===== config.mk =====
export PLATFORM = sky130hd
export DESIGN_NAME = dmem_store_bridge_flat
export DESIGN_NICKNAME = d
export VERILOG_FILES = /design/src/rtl/dmem_store_bridge_pkg.sv /design/src/rtl/dmem_store_bridge_if.sv /design/src/rtl/dmem_store_bridge_store_buffer.sv /design/src/rtl/dmem_store_bridge.sv /design/src/flat_wrapper.sv
export SDC_FILE = /design/constraint.sdc
export NUM_CORES = 1
export LEC_CHECK = 0
export BUFFER_PORTS_ARGS = -buffer_cell sky130_fd_sc_hd__buf_2
export CORE_ASPECT_RATIO = 0.75
export CORE_UTILIZATION = 55
export CTS_CLUSTER_DIAMETER = 50
export CTS_CLUSTER_SIZE = 24
export DETAILED_ROUTE_END_ITERATION = 8
export PLACE_DENSITY = 0.78
export SETUP_SLACK_MARGIN = 0.05
export SLEW_MARGIN = 40
export SYNTH_ARGS = -nofsm -noshare
export SYNTH_HDL_FRONTEND = slang
export SYNTH_SLANG_ARGS = --single-unit

===== constraint.sdc =====
create_clock -name clk -period 3.89 [get_ports clk]
set_input_delay 0.778 -clock clk [delete_from_list [all_inputs] [get_ports clk]]
set_output_delay 0.778 -clock clk [all_outputs]
set_load 0.01 [all_outputs]

===== src/rtl/dmem_store_bridge_pkg.sv =====
// Shared types and constants for the data-memory store bridge.
package dmem_pkg;

  // Bridge controller states.
  typedef enum logic [1:0] {
    IDLE  = 2'd0,  // no memory transaction outstanding
    DRAIN = 2'd1,  // buffered store being written to memory
    LOAD  = 2'd2,  // load miss read outstanding
    LDONE = 2'd3   // read data latched, handed to the pipe this cycle
  } state_e;

  localparam int SB_DEPTH_DEF = 4;
  localparam int ADDR_W_DEF   = 32;
  localparam int DATA_W_DEF   = 32;

  // Byte-offset bits below the word address; matching uses [ADDR_W-1:WORD_LSB].
  localparam int WORD_LSB = 2;

endpackage


===== src/rtl/dmem_store_bridge_if.sv =====
// Data-memory request bus between the bridge (master) and the memory (slave).
// Handshake: master raises dm_req with dm_we/dm_addr/dm_wdata and holds all of
// them stable until the slave answers with a one-cycle dm_ack; dm_ack is only
// legal while dm_req is high, and dm_rdata is valid in the dm_ack cycle of a read.
interface dmem_store_bridge_if
  import dmem_pkg::*;
#(
  parameter int ADDR_W = ADDR_W_DEF,
  parameter int DATA_W = DATA_W_DEF
) ();

  logic              dm_req;
  logic              dm_we;
  logic [ADDR_W-1:0] dm_addr;
  logic [DATA_W-1:0] dm_wdata;
  logic              dm_ack;
  logic [DATA_W-1:0] dm_rdata;

  modport master (
    output dm_req, dm_we, dm_addr, dm_wdata,
    input  dm_ack, dm_rdata
  );

  modport slave (
    input  dm_req, dm_we, dm_addr, dm_wdata,
    output dm_ack, dm_rdata
  );

endinterface


===== src/rtl/dmem_store_bridge_store_buffer.sv =====
// Circular store buffer with a parallel youngest-entry word-address search.
module store_buffer
  import dmem_pkg::*;
#(
  parameter int SB_DEPTH = SB_DEPTH_DEF,
  parameter int ADDR_W   = ADDR_W_DEF,
  parameter int DATA_W   = DATA_W_DEF
) (
  input  logic                       clk,
  input  logic                       rst,
  input  logic                       push,
  input  logic [ADDR_W-1:0]          push_addr,
  input  logic [DATA_W-1:0]          push_data,
  input  logic                       pop,
  input  logic [ADDR_W-WORD_LSB-1:0] search_word,
  output logic                       hit,
  output logic [DATA_W-1:0]          hit_data,
  output logic [ADDR_W-1:0]          head_addr,
  output logic [DATA_W-1:0]          head_data,
  output logic                       full,
  output logic                       empty
);

  localparam int PTR_W = $clog2(SB_DEPTH);
  localparam int CNT_W = PTR_W + 1;

  logic [PTR_W-1:0]  head_q, head_d, tail_q, tail_d, idx;
  logic [CNT_W-1:0]  count_q, count_d;
  logic [ADDR_W-1:0] addr_q [SB_DEPTH];
  logic [ADDR_W-1:0] addr_d [SB_DEPTH];
  logic [DATA_W-1:0] data_q [SB_DEPTH];
  logic [DATA_W-1:0] data_d [SB_DEPTH];

  // Pointer, count and storage update; a push into a full buffer is only
  // issued alongside a pop, so the write lands in the slot being freed.
  always_comb begin
    head_d  = head_q;
    tail_d  = tail_q;
    count_d = count_q;
    addr_d  = addr_q;
    data_d  = data_q;
    if (push) begin
      addr_d[tail_q] = push_addr;
      data_d[tail_q] = push_data;
      tail_d         = tail_q + PTR_W'(1);
    end
    if (pop) head_d = head_q + PTR_W'(1);
    case ({push, pop})
      2'b10:   count_d = count_q + CNT_W'(1);
      2'b01:   count_d = count_q - CNT_W'(1);
      default: count_d = count_q;
    endcase
  end

  // Buffer state registers.
  always_ff @(posedge clk) begin
    if (rst) begin
      head_q  <= '0;
      tail_q  <= '0;
      count_q <= '0;
      addr_q  <= '{default: '0};
      data_q  <= '{default: '0};
    end else begin
      head_q  <= head_d;
      tail_q  <= tail_d;
      count_q <= count_d;
      addr_q  <= addr_d;
      data_q  <= data_d;
    end
  end

  // Search oldest to youngest so the last match (youngest store) wins.
  always_comb begin
    hit      = 1'b0;
    hit_data = '0;
    idx      = '0;
    for (int i = 0; i < SB_DEPTH; i++) begin
      idx = head_q + PTR_W'(i);
      if ((CNT_W'(i) < count_q) &&
          (addr_q[idx][ADDR_W-1:WORD_LSB] == search_word)) begin
        hit      = 1'b1;
        hit_data = data_q[idx];
      end
    end
  end

  assign head_addr = addr_q[head_q];
  assign head_data = data_q[head_q];
  assign full      = (count_q == CNT_W'(SB_DEPTH));
  assign empty     = (count_q == '0);

endmodule


===== src/rtl/dmem_store_bridge.sv =====
// MEM-stage bridge: stores retire into a store buffer, loads forward from it or
// stall while a read goes to the multi-cycle data memory.
module dmem_store_bridge
  import dmem_pkg::*;
#(
  parameter int SB_DEPTH = SB_DEPTH_DEF,
  parameter int ADDR_W   = ADDR_W_DEF,
  parameter int DATA_W   = DATA_W_DEF
) (
  input  logic                clk,
  input  logic                rst,
  input  logic                mem_read,
  input  logic                mem_write,
  input  logic [ADDR_W-1:0]   adr,
  input  logic [DATA_W-1:0]   wdata,
  output logic [DATA_W-1:0]   rdata,
  output logic                stall,
  output logic                sb_empty,
  dmem_store_bridge_if.master dm,
  output state_e              dbg_state
);

  state_e            state_q, state_d;
  logic              dm_req_q, dm_req_d, dm_we_q, dm_we_d;
  logic [ADDR_W-1:0] dm_addr_q, dm_addr_d;
  logic [DATA_W-1:0] dm_wdata_q, dm_wdata_d, rdata_q, rdata_d;

  logic              sb_hit, sb_full, sb_empty_buf, sb_push, sb_pop;
  logic              is_load, load_miss;
  logic [DATA_W-1:0] sb_hit_data, sb_head_data;
  logic [ADDR_W-1:0] sb_head_addr;

  // A simultaneous read and write is treated as a write.
  assign is_load   = mem_read && !mem_write;
  assign load_miss = is_load && !sb_hit;
  assign sb_pop    = (state_q == DRAIN) && dm.dm_ack;
  // The pipe only presents new stores while no load is in flight.
  assign sb_push   = ((state_q == IDLE) || (state_q == DRAIN)) &&
                     mem_write && (!sb_full || sb_pop);

  store_buffer #(
    .SB_DEPTH(SB_DEPTH),
    .ADDR_W  (ADDR_W),
    .DATA_W  (DATA_W)
  ) u_sb (
    .clk        (clk),
    .rst        (rst),
    .push       (sb_push),
    .push_addr  (adr),
    .push_data  (wdata),
    .pop        (sb_pop),
    .search_word(adr[ADDR_W-1:WORD_LSB]),
    .hit        (sb_hit),
    .hit_data   (sb_hit_data),
    .head_addr  (sb_head_addr),
    .head_data  (sb_head_data),
    .full       (sb_full),
    .empty      (sb_empty_buf)
  );

  // Next state, memory request registers, stall and load-data selection.
  always_comb begin
    state_d    = state_q;
    dm_req_d   = dm_req_q;
    dm_we_d    = dm_we_q;
    dm_addr_d  = dm_addr_q;
    dm_wdata_d = dm_wdata_q;
    rdata_d    = rdata_q;
    rdata      = sb_hit_data;
    stall      = 1'b0;
    case (state_q)
      IDLE: begin
        stall = (mem_write && sb_full) || load_miss;
        if (load_miss) begin
          state_d   = LOAD;
          dm_req_d  = 1'b1;
          dm_we_d   = 1'b0;
          dm_addr_d = adr;
        end else if (!sb_empty_buf) begin
          state_d    = DRAIN;
          dm_req_d   = 1'b1;
          dm_we_d    = 1'b1;
          dm_addr_d  = sb_head_addr;
          dm_wdata_d = sb_head_data;
        end
      end
      DRAIN: begin
        stall = (mem_write && sb_full && !sb_pop) || load_miss;
        if (dm.dm_ack) begin
          // A waiting load miss goes out right after the write completes,
          // ahead of any further drains.
          if (load_miss) begin
            state_d   = LOAD;
            dm_req_d  = 1'b1;
            dm_we_d   = 1'b0;
            dm_addr_d = adr;
          end else begin
            state_d  = IDLE;
            dm_req_d = 1'b0;
          end
        end
      end
      LOAD: begin
        stall = 1'b1;
        if (dm.dm_ack) begin
          state_d  = LDONE;
          dm_req_d = 1'b0;
          rdata_d  = dm.dm_rdata;
        end
      end
      LDONE: begin
        rdata   = rdata_q;
        state_d = IDLE;
      end
      default: state_d = IDLE;
    endcase
  end

  // Controller and memory-interface registers.
  always_ff @(posedge clk) begin
    if (rst) begin
      state_q    <= IDLE;
      dm_req_q   <= 1'b0;
      dm_we_q    <= 1'b0;
      dm_addr_q  <= '0;
      dm_wdata_q <= '0;
      rdata_q    <= '0;
    end else begin
      state_q    <= state_d;
      dm_req_q   <= dm_req_d;
      dm_we_q    <= dm_we_d;
      dm_addr_q  <= dm_addr_d;
      dm_wdata_q <= dm_wdata_d;
      rdata_q    <= rdata_d;
    end
  end

  assign dm.dm_req   = dm_req_q;
  assign dm.dm_we    = dm_we_q;
  assign dm.dm_addr  = dm_addr_q;
  assign dm.dm_wdata = dm_wdata_q;
  assign sb_empty    = sb_empty_buf && (state_q != DRAIN);
  assign dbg_state   = state_q;

endmodule


===== src/flat_wrapper.sv =====
// flat-port wrapper written by rule: the top's interface ports become plain ports
module dmem_store_bridge_flat import dmem_pkg::*;
#(
  parameter int SB_DEPTH = SB_DEPTH_DEF,
  parameter int ADDR_W   = ADDR_W_DEF,
  parameter int DATA_W   = DATA_W_DEF
)
  (clk, rst, mem_read, mem_write, adr, wdata, rdata, stall, sb_empty, dbg_state, dm_dm_req, dm_dm_we, dm_dm_addr, dm_dm_wdata, dm_dm_ack, dm_dm_rdata);
  dmem_store_bridge_if #(.ADDR_W(ADDR_W), .DATA_W(DATA_W)) dm_i ();
  input  logic clk;
  input  logic rst;
  input  logic mem_read;
  input  logic mem_write;
  input  logic [ADDR_W-1:0] adr;
  input  logic [DATA_W-1:0] wdata;
  output logic [DATA_W-1:0] rdata;
  output logic stall;
  output logic sb_empty;
  output state_e dbg_state;
  output wire logic [$bits(dm_i.dm_req)-1:0] dm_dm_req;
  output wire logic [$bits(dm_i.dm_we)-1:0] dm_dm_we;
  output wire logic [$bits(dm_i.dm_addr)-1:0] dm_dm_addr;
  output wire logic [$bits(dm_i.dm_wdata)-1:0] dm_dm_wdata;
  input wire logic [$bits(dm_i.dm_ack)-1:0] dm_dm_ack;
  input wire logic [$bits(dm_i.dm_rdata)-1:0] dm_dm_rdata;
  assign dm_dm_req = dm_i.dm_req;
  assign dm_dm_we = dm_i.dm_we;
  assign dm_dm_addr = dm_i.dm_addr;
  assign dm_dm_wdata = dm_i.dm_wdata;
  assign dm_i.dm_ack = dm_dm_ack;
  assign dm_i.dm_rdata = dm_dm_rdata;
  dmem_store_bridge #(.SB_DEPTH(SB_DEPTH), .ADDR_W(ADDR_W), .DATA_W(DATA_W)) u_core (.clk(clk), .rst(rst), .mem_read(mem_read), .mem_write(mem_write), .adr(adr), .wdata(wdata), .rdata(rdata), .stall(stall), .sb_empty(sb_empty), .dm(dm_i), .dbg_state(dbg_state));
endmodule

**Word-level counts from Yosys, hierarchy flattened**

Index checks and enable logic that the tools add are counted.

- $add $sub $neg: 6
- Order comparisons: 10
- Equality and inequality tests: 15
- Mux-type cells: 60
- Bitwise gates (word level): 7
- Reduce and logical (&&, ||, !) cells: 31

Operators with widths:

| cell | count |
|---|---|
| 2-to-1 mux 32 bit | 26 |
| binary-select mux 32 bit (select 2 bit) | 8 |
| bitwise mux 128 bit | 2 |
| == test 30 bit | 4 |
| demux 32 bit (select 2 bit) | 1 |
| case mux 32 bit (2 select lines) | 1 |
| >= comparator 3 bit, second input constant | 5 |
| inverter 2 -> 3 bit | 5 |
| logical AND 1 bit | 13 |
| 2-to-1 mux 1 bit | 12 |
| 2-to-1 mux 2 bit | 5 |
| case mux 2 bit (4 select lines) | 1 |
| AND reduction 4 bit | 2 |
| == test 2 bit, second input constant | 3 |
| less-than comparator 1 x 3 -> 1 bit, first input constant | 2 |
| less-than comparator 2 x 3 -> 1 bit, first input constant | 2 |
| case mux 1 bit (3 select lines) | 2 |
| case mux 3 bit (2 select lines) | 1 |
| AND reduction 3 bit | 2 |
| adder 2 x 1 -> 2 bit, second input constant | 2 |
| adder 2 bit, second input constant | 2 |
| == test 2 x 1 -> 1 bit, second input constant | 2 |
| logical NOT 1 bit | 4 |
| logical OR 1 bit | 4 |
| 14 further kinds | 18 |

- Flip-flop bits (word level): 363
- Output and inout port bits: 102
- Logic and storage cells: 146

**Logic depth before layout (Yosys ltp)**

Gate-level depths: netlist of run 1.

- Depth after elaboration: 15
- Depth in mapped cells: 16

**Hierarchy**

Synthesis of run 1 repeated with hierarchy kept, for this count alone.

- Cells, all modules: 2731
- Area total of the unflattened synthesis: 22661.7 sq um

Modules (own cells, without submodules):

| module | times used | cells an instance | area each (sq um) |
|---|---|---|---|
| store_buffer | 1 | 2171 | 17611.9 |
| dmem_store_bridge | 1 | 560 | 5049.8 |

**Worst setup path before layout of run 1**

OpenSTA, ideal clock, no wires.

- Kind: input -> output
- Start: in adr[23]
- End: out rdata[15]
- Data arrival time: 3.173 ns
- Setup slack: -0.061 ns
- Cell stages on the path: 10
- Path buffers: 2
- Path through: clkbuf_1 -> and2_1 -> or3_1 -> a2111oi_0 -> and4b_1 -> nand2_2 -> clkbuf_1 -> and3b_1 -> o311a_1 -> o31a_1

- Longest elaborated chain between the ends: 7

RTL lines:

| item | RTL line | RTL |
|---|---|---|
| start, declared | flat_wrapper.sv:14 | `input logic [ADDR_W-1:0] adr;` |
| == test 30 bit | dmem_store_bridge_store_buffer.sv:80 | `(addr_q[idx][ADDR_W-1:WORD_LSB] == search_word)) begin` |
| logical AND 1 bit | dmem_store_bridge_store_buffer.sv:79 | `if ((CNT_W'(i) < count_q) &&` |
| 2-to-1 mux 32 bit (3 in a row) | dmem_store_bridge_store_buffer.sv:79 |  |
| 2-to-1 mux 32 bit * | dmem_store_bridge_store_buffer.sv:79 |  |
| 2-to-1 mux 32 bit * | dmem_store_bridge.sv:71 | `case (state_q)` |
| end, declared | flat_wrapper.sv:16 | `output logic [DATA_W-1:0] rdata;` |

Every way passes the cells marked *; elsewhere a longest branch is shown, timed or not.

**Worst setup path in the final report of run 1**

- Start: reg u_core.u_sb.head_q[0]
- End: out rdata[2]

- Longest elaborated chain between the ends: 11

RTL lines:

| item | RTL line | RTL |
|---|---|---|
| start, declared | dmem_store_bridge_store_buffer.sv:27 | `logic [PTR_W-1:0] head_q, head_d, tail_q, tail_d, idx;` |
| start signal, assigned | dmem_store_bridge_store_buffer.sv:58 | `head_q <= '0;` |
| start signal, assigned | dmem_store_bridge_store_buffer.sv:64 | `head_q <= head_d;` |
| adder 2 x 1 -> 2 bit / inverter 2 -> 3 bit (equally long branches) | dmem_store_bridge_store_buffer.sv:78, dmem_store_bridge_store_buffer.sv:80, dmem_store_bridge_store_buffer.sv:82 |  |
| inverter 2 -> 3 bit (not written as such) / binary-select mux 32 bit (select 2 bit) (equally long branches) | dmem_store_bridge_store_buffer.sv:80, dmem_store_bridge_store_buffer.sv:82 |  |
| binary-select mux 32 bit (select 2 bit) / 2-to-1 mux 32 bit (equally long branches) | dmem_store_bridge_store_buffer.sv:80 |  |
| 2-to-1 mux 32 bit (not written as such) | dmem_store_bridge_store_buffer.sv:80 |  |
| 2-to-1 mux 32 bit (not written as such) / == test 30 bit (equally long branches) | dmem_store_bridge_store_buffer.sv:80 |  |
| == test 30 bit / logical AND 1 bit (equally long branches) | dmem_store_bridge_store_buffer.sv:80, dmem_store_bridge_store_buffer.sv:79 |  |
| logical AND 1 bit / 2-to-1 mux 32 bit (equally long branches) | dmem_store_bridge_store_buffer.sv:79 |  |
| 2-to-1 mux 32 bit (2 in a row) | dmem_store_bridge_store_buffer.sv:79 |  |
| 2-to-1 mux 32 bit * | dmem_store_bridge_store_buffer.sv:79 |  |
| 2-to-1 mux 32 bit * | dmem_store_bridge.sv:71 |  |

Every way passes the cells marked *; elsewhere a longest branch is shown, timed or not. The select of a mux whose other input is x is not followed.

==> results of run 1 <==
-- final timing paths --
check	endpoint	cells after the start	slack, ps
worst max-delay path	rdata[2]	15	-950
worst min-delay path	u_core.rdata_q[21]	3	450
worst max register to register	u_core.dm.dm_wdata[19]	18	-310
worst min register to register	u_core.rdata_q[20]	2	460
-- power by group --
part           internal [mW]  switching [mW]  total [mW]
Combinational           1.25            1.61        2.87
Clock                   2.11            1.72        3.83
Sequential              3.96           0.236        4.19
Total                   7.32            3.57        10.9
-- cell usage after synthesis (8+ instances only) --
library cell	n
nand2_1	634
dfxtp_1	363
a21oi_1	320
clkbuf_1	167
mux2i_1	142
mux4_2	132
nor2_1	119
nand2b_1	89
xnor2_1	88
a211oi_1	68
mux2_2	44
o311a_1	32
o31a_1	32
and3b_1	31
buf_2	31
nor3_1	30
buf_1	24
a311oi_2	19
inv_1	18
o21ai_0	16
xor2_1	16
buf_6	15
nand4_1	13
o31ai_1	12
nor4_1	11
and2_1	9
buf_4	9
ha_1	9
nand3_1	9
a2bb2oi_1	8
-- per-layer routing --
layer,share of wire,routed length (um)
met1,0.40,35300
met5,0.00041,36
met2,0.42,36700
met3,0.15,13600
met4,0.031,2710
-- stage by stage --
step                cell area [um2]  hold WS [ps]  TNS [ps]
finish                        28500           451    -40020
global route                  28500           459    -46050
CTS                           27900           438    -28020
detailed placement            25900           447    -50610
global placement              25900           439    -45010
floorplan                     22400           431     -1200
-- tightest hold or removal path, cell delays in order --
cell     delay [ps]
buf_2           100
nand2_1          40
a21oi_1          50
-- registers in the layout (all words and copies together), names as in the netlist --
name,flops
u_core.dm.dm_we,1
u_core.dbg_state,2
u_core.dm.dm_addr,32
u_core.u_sb.count_q,3
u_core.dm.dm_req,1
u_core.u_sb.addr_q,128
u_core.dm.dm_wdata,32
u_core.u_sb.head_q,2
u_core.u_sb.data_q,128
u_core.rdata_q,32
u_core.u_sb.tail_q,2
-- cell type report --
type,count,area [um2],share of cell area
multi-input cells,1967,14700,0.513
flip-flops and latches,363,7270,0.255
repair buffers,569,4600,0.161
clock buffers,45,1010,0.0353
well taps,520,651,0.0228
clock inverters,20,263,0.00921
inverters,20,80.1,0.00281
diodes,5,12.5,0.000438
-- timing repair --
item | 4_1_cts | 5_1_grt
cloned | 5 | 5
gates resized for setup | 68 | 77
pin swaps | 17 | 13
buffers inserted | 22 | 12
endpoints found under the setup margin | 98 | 97
-- cells by family after synthesis --
| kind of cell | after synthesis | share of synthesized area |
|---|---|---|
| XOR/XNOR | 104 | 0.0406 |
| buffers and inverters | 267 | 0.0535 |
| AO/OA/AOI/OAI | 569 | 0.169 |
| flip-flops | 363 | 0.324 |
| multiplexers | 319 | 0.219 |
| AND/OR/NAND/NOR | 966 | 0.189 |
| adder cells (fa/ha/maj) | 9 | 0.00502 |
==> results.ini, run 1 <==
[synth]
syn_area_mm2 = 0.0224
synth-main-ff-cell = dfxtp_1
synth_nets = 2707
ys_top_cells_by_area = dfxtp_1 32%, mux4_2 13%, nand2_1 11%
synthArstFlopShare = 0
synthCells = 2597
yosysSeqAreaShare = 0.324
synth_cell_types = 76
synth_top_area_share = 0.324
synth_edf_count = 0
ys.warnings.count = 0
ys_ff_latch = 363
yosys.area.top_type = dfxtp_1
avgSynthCellArea_um2 = 8.63

[floorplanning]
die_area_mm2 = 0.0416
die_x_um = 235
die_height_um = 177
pin_count = 203
num_rows = 63
initial_core_util = 0.563
core_area_mm2 = 0.0398

[route]
drtPass1Iterations = 6
totalWireLength_mm = 88.4
route.detailed.drc = 0
drt_iter0_drc = 3189
drtAntennaViolNets = 0
wire_per_inst_um = 25.2
vias = 23100
vias_per_cell = 6.58

[critical_path]
crit_family = compound AO/OA/AOI/OAI gates
crit_required_ps = 3110
crit_fanout = 15
cp-startpoint = u_core.u_sb.head_q[0]
path_buf_inv = 7
critical-path-slowest-cell = a2111oi_4
critical_path_arrival_ps = 4070
worstSetupPathType = flop to output pin
max_stage_delay_ps = 490
crit_chain = buf_6 -> clkbuf_16 -> mux2i_1 -> buf_4 -> mux2i_1 -> o221ai_1 -> a2111oi_4 -> buf_4 -> nand3_2 -> buf_12 -> buf_12 -> and3b_1 -> o311a_1 -> o31a_1 -> buf_2
crit_path_end_kind = output pin
r2r-start = u_core.u_sb.head_q[0]
start_kind = flop

[status]
violations = negative setup slack
status = finished with violations

[clocking]
clock_latency_ps = 570
clkSlewWorstSetupHoldPaths_ps = 80
clk_path_buf_depth = 3
cts_tree = done
postCtsHoldBufs = 0
cts.sinks = 363
cts_root_buffer = clkbuf_16
htreeDepth = 2
cts_buffers = 36

[grt]
grt_use_met3 = 0.149
grt_pass1_wl_mm = 129
grt_pass1_vias = 21400
grt_util_met2 = 0.574
grt.busiest_layer = met2
track_usage = 0.403
antenna_found_initial = 9
grt_overflow_total = 0
grt_max_degree = 100
gr-usage-met1 = 0.565

[final_layout]
layout-drive-gt1-share = 0.317
final.fill_count = 2932
nets = 3067
fin_cells = 3509
layout_commonest_cell = nand2_1
syn_to_final_growth_pct = 27.3
final_util = 0.717
mostFrequentLayoutCells = 627 x nand2_1, 361 x dfxtp_1, 315 x a21oi_1

[sta]
setup_ws_ps = -955
min_period_over_period = 1.25
finalSetupViolations = 96
slew_violations = 0
rsz0062_at_grt = true
finalClockSkew_ps = 35.5
relSlewSlack = 0.385
fin_crit_ps = 4840
finalHoldViolations = 0
tightest_slew_ps = 923
timing.fmax_mhz = 206

[placement]
io_buffer_count = 202
gp_congestion = 1.07
post-place-ws_ps = -696
dp_hpwl_mm = 60.4
dp.cells = 3395

[power]
p_total_mw = 10.9
powerDensity_mw_per_mm2 = 382
power_leakage_nw = 10.4
vdd_drop_max_mv = 0.338

[run]
max_cap_violations = 0

[min_path]
hold_class = input pin to flop
min_from = dm_dm_rdata[21]

(Power assumes the default switching activity.)
==> run 2: changes to the inputs <==
CORE_UTILIZATION = 50   (was 55)
GPL_TIMING_DRIVEN = 0   (was unset)
PLACE_DENSITY = 0.72   (was 0.78)
==> run 2 against run 1 <==
  * The run still ends with negative setup slack left
  * Via count is 4.8% higher
  * Critical endpoint is now rdata[31]
  * Largest cell class unchanged
  * Largest power group unchanged
  * Sequential share of layout area rose by 0.52 points
  * Routed wire length grew 29%
  * Setup slack worse by 410 ps
==> results.ini, run 2 (synthesis results as in run 1) <==
[status]
status = finished with violations
violations = negative setup slack

[final_layout]
layout-drive-gt1-share = 0.273
layout_commonest_cell = nand2_1
fin_cells = 3514
final_util = 0.639
mostFrequentLayoutCells = 630 x nand2_1, 362 x dfxtp_1, 308 x a21oi_1
syn_to_final_growth_pct = 24.7
top_regs = u_core.u_sb.addr_q (128), u_core.u_sb.data_q (128)
nets = 3013

[route]
route.detailed.drc = 0
drtAntennaViolNets = 0
wire_per_inst_um = 32.4
vias_per_cell = 6.88
totalWireLength_mm = 114
drt_iter0_drc = 4227
vias = 24200
drtPass1Iterations = 6

[floorplanning]
num_rows = 66
pin_count = 203
die_height_um = 185
die_x_um = 247
die_area_mm2 = 0.0457
core_area_mm2 = 0.0438
initial_core_util = 0.512

[grt]
grt_pass1_vias = 22200
antenna_found_initial = 7
grt_max_degree = 21
track_usage = 0.485
grt_overflow_total = 0
grt_pass1_wl_mm = 157

[clocking]
clkSlewWorstSetupHoldPaths_ps = 80
cts.sinks = 363
cts_root_buffer = clkbuf_16
clk_path_buf_depth = 3
cts_buffers = 37
cts_tree = done
clock_latency_ps = 580
postCtsHoldBufs = 0
htreeDepth = 2

[critical_path]
crit_fanout = 10
start_kind = flop
crit_path_end_kind = output pin
critical_path_arrival_ps = 4470
worstSetupPathType = flop to output pin
crit_required_ps = 3110

[sta]
relSlewSlack = 0.331
slew_violations = 0
finalHoldViolations = 0
finalClockSkew_ps = 32.7
finalSetupViolations = 98
timing.fmax_mhz = 190
setup_tns_ps = -76770
fin_crit_ps = 5250
rsz0062_at_grt = true
setup_ws_ps = -1360
min_period_over_period = 1.35
whs_ps = 434
tightest_slew_ps = 1000

[placement]
io_buffer_count = 189
dp.cells = 3364
dp_hpwl_mm = 84.1
post-place-ws_ps = -2210
gp_congestion = 1.07

[power]
powerDensity_mw_per_mm2 = 399
clock_power_share = 0.344
power_switching_mw = 4.03
vdd_drop_max_mv = 0.499
power_leakage_nw = 9.68
p_sw_frac = 0.361
p_int_mw = 7.13
p_comb_frac = 0.279
seqPwrFrac = 0.377

[run]
max_cap_violations = 0

[min_path]
hold_class = input pin to flop

## run 2: cell types whose count changed in the layout (fill, tap and decap cells not counted), sizes merged
cell / previous run / this run
clkbuf: 51 / 208
buf: 562 / 345
nand2: 635 / 636
bufbuf: 1 / 0
bufinv: 3 / 0
clkinv: 9 / 11
clkinvlp: 1 / 2
inv: 27 / 33
diode: 5 / 6
## run 2: through the flow
stage | cell area (um2) | total power [mW]
2_1_floorplan | 22400 | 5.70
3_3_place_gp | 24100 | 6.64
3_5_place_dp | 24100 | 6.69
4_1_cts | 27300 | 10.8
5_1_grt | 27900 | 11.3
6_report | 27900 | 11.2
## run 2: power by group through the flow
stage | Combinational, mW | Clock [mW] | Sequential, mW
6_report | 3.11 | 3.84 | 4.21
4_1_cts | 2.83 | 3.80 | 4.18
3_3_place_gp | 2.41 | 0 | 4.24
5_1_grt | 3.18 | 3.94 | 4.22
3_5_place_dp | 2.43 | 0 | 4.25
2_1_floorplan | 1.47 | 0 | 4.23
## run 2: layout make-up
type | count | area, um2
diodes | 6 | 15.0
plain buffers | 244 | 1700
clock buffers | 40 | 978
clock inverters | 26 | 289
fillers | 3624 | 15800
inverters | 20 | 80.1
multi-input cells | 1968 | 15100
flip-flops and latches | 363 | 7270
well taps | 578 | 723
repair buffers | 269 | 1780
## run 2: path summary, 6_finish.rpt
path,depth (start not counted),from,end,slack (ps)
max,14,u_core.u_sb.head_q[0],rdata[31],-1360
min reg2reg,2,u_core.u_sb.addr_q[64],u_core.u_sb.addr_q[64],460
min,3,dm_dm_rdata[21],u_core.rdata_q[21],430
max reg2reg,22,u_core.u_sb.head_q[0],u_core.dm.dm_wdata[17],-640
## run 2: worst max-delay path, cell delays in order, from the launching register on
cell	delay (ps)
dfxtp_2	350
buf_12	160
buf_16	180
buf_16	190
mux2i_4	450
o22ai_1	160
nor4_2	410
o2111ai_4	200
and4b_4	470
nand2_8	120
clkbuf_16	190
and3b_1	180
o311a_4	370
o31a_1	280
buf_2	150
## run 2: timing repair
item	CTS	global route
cloned	5	3
resized for setup	311	82
endpoints found under the setup margin	198	292
endpoints found under the hold margin	0	0
buffers inserted	49	27
pin swaps	33	28
## run 2: metal layers
layer  up-vias  wire length (um)  track usage
met1     11800             44000        0.662
met5         -               223       0.0207
met2      2174             42800        0.622
met4        14              3510        0.133
met3       325             23200        0.299
li1       9900                 -            -
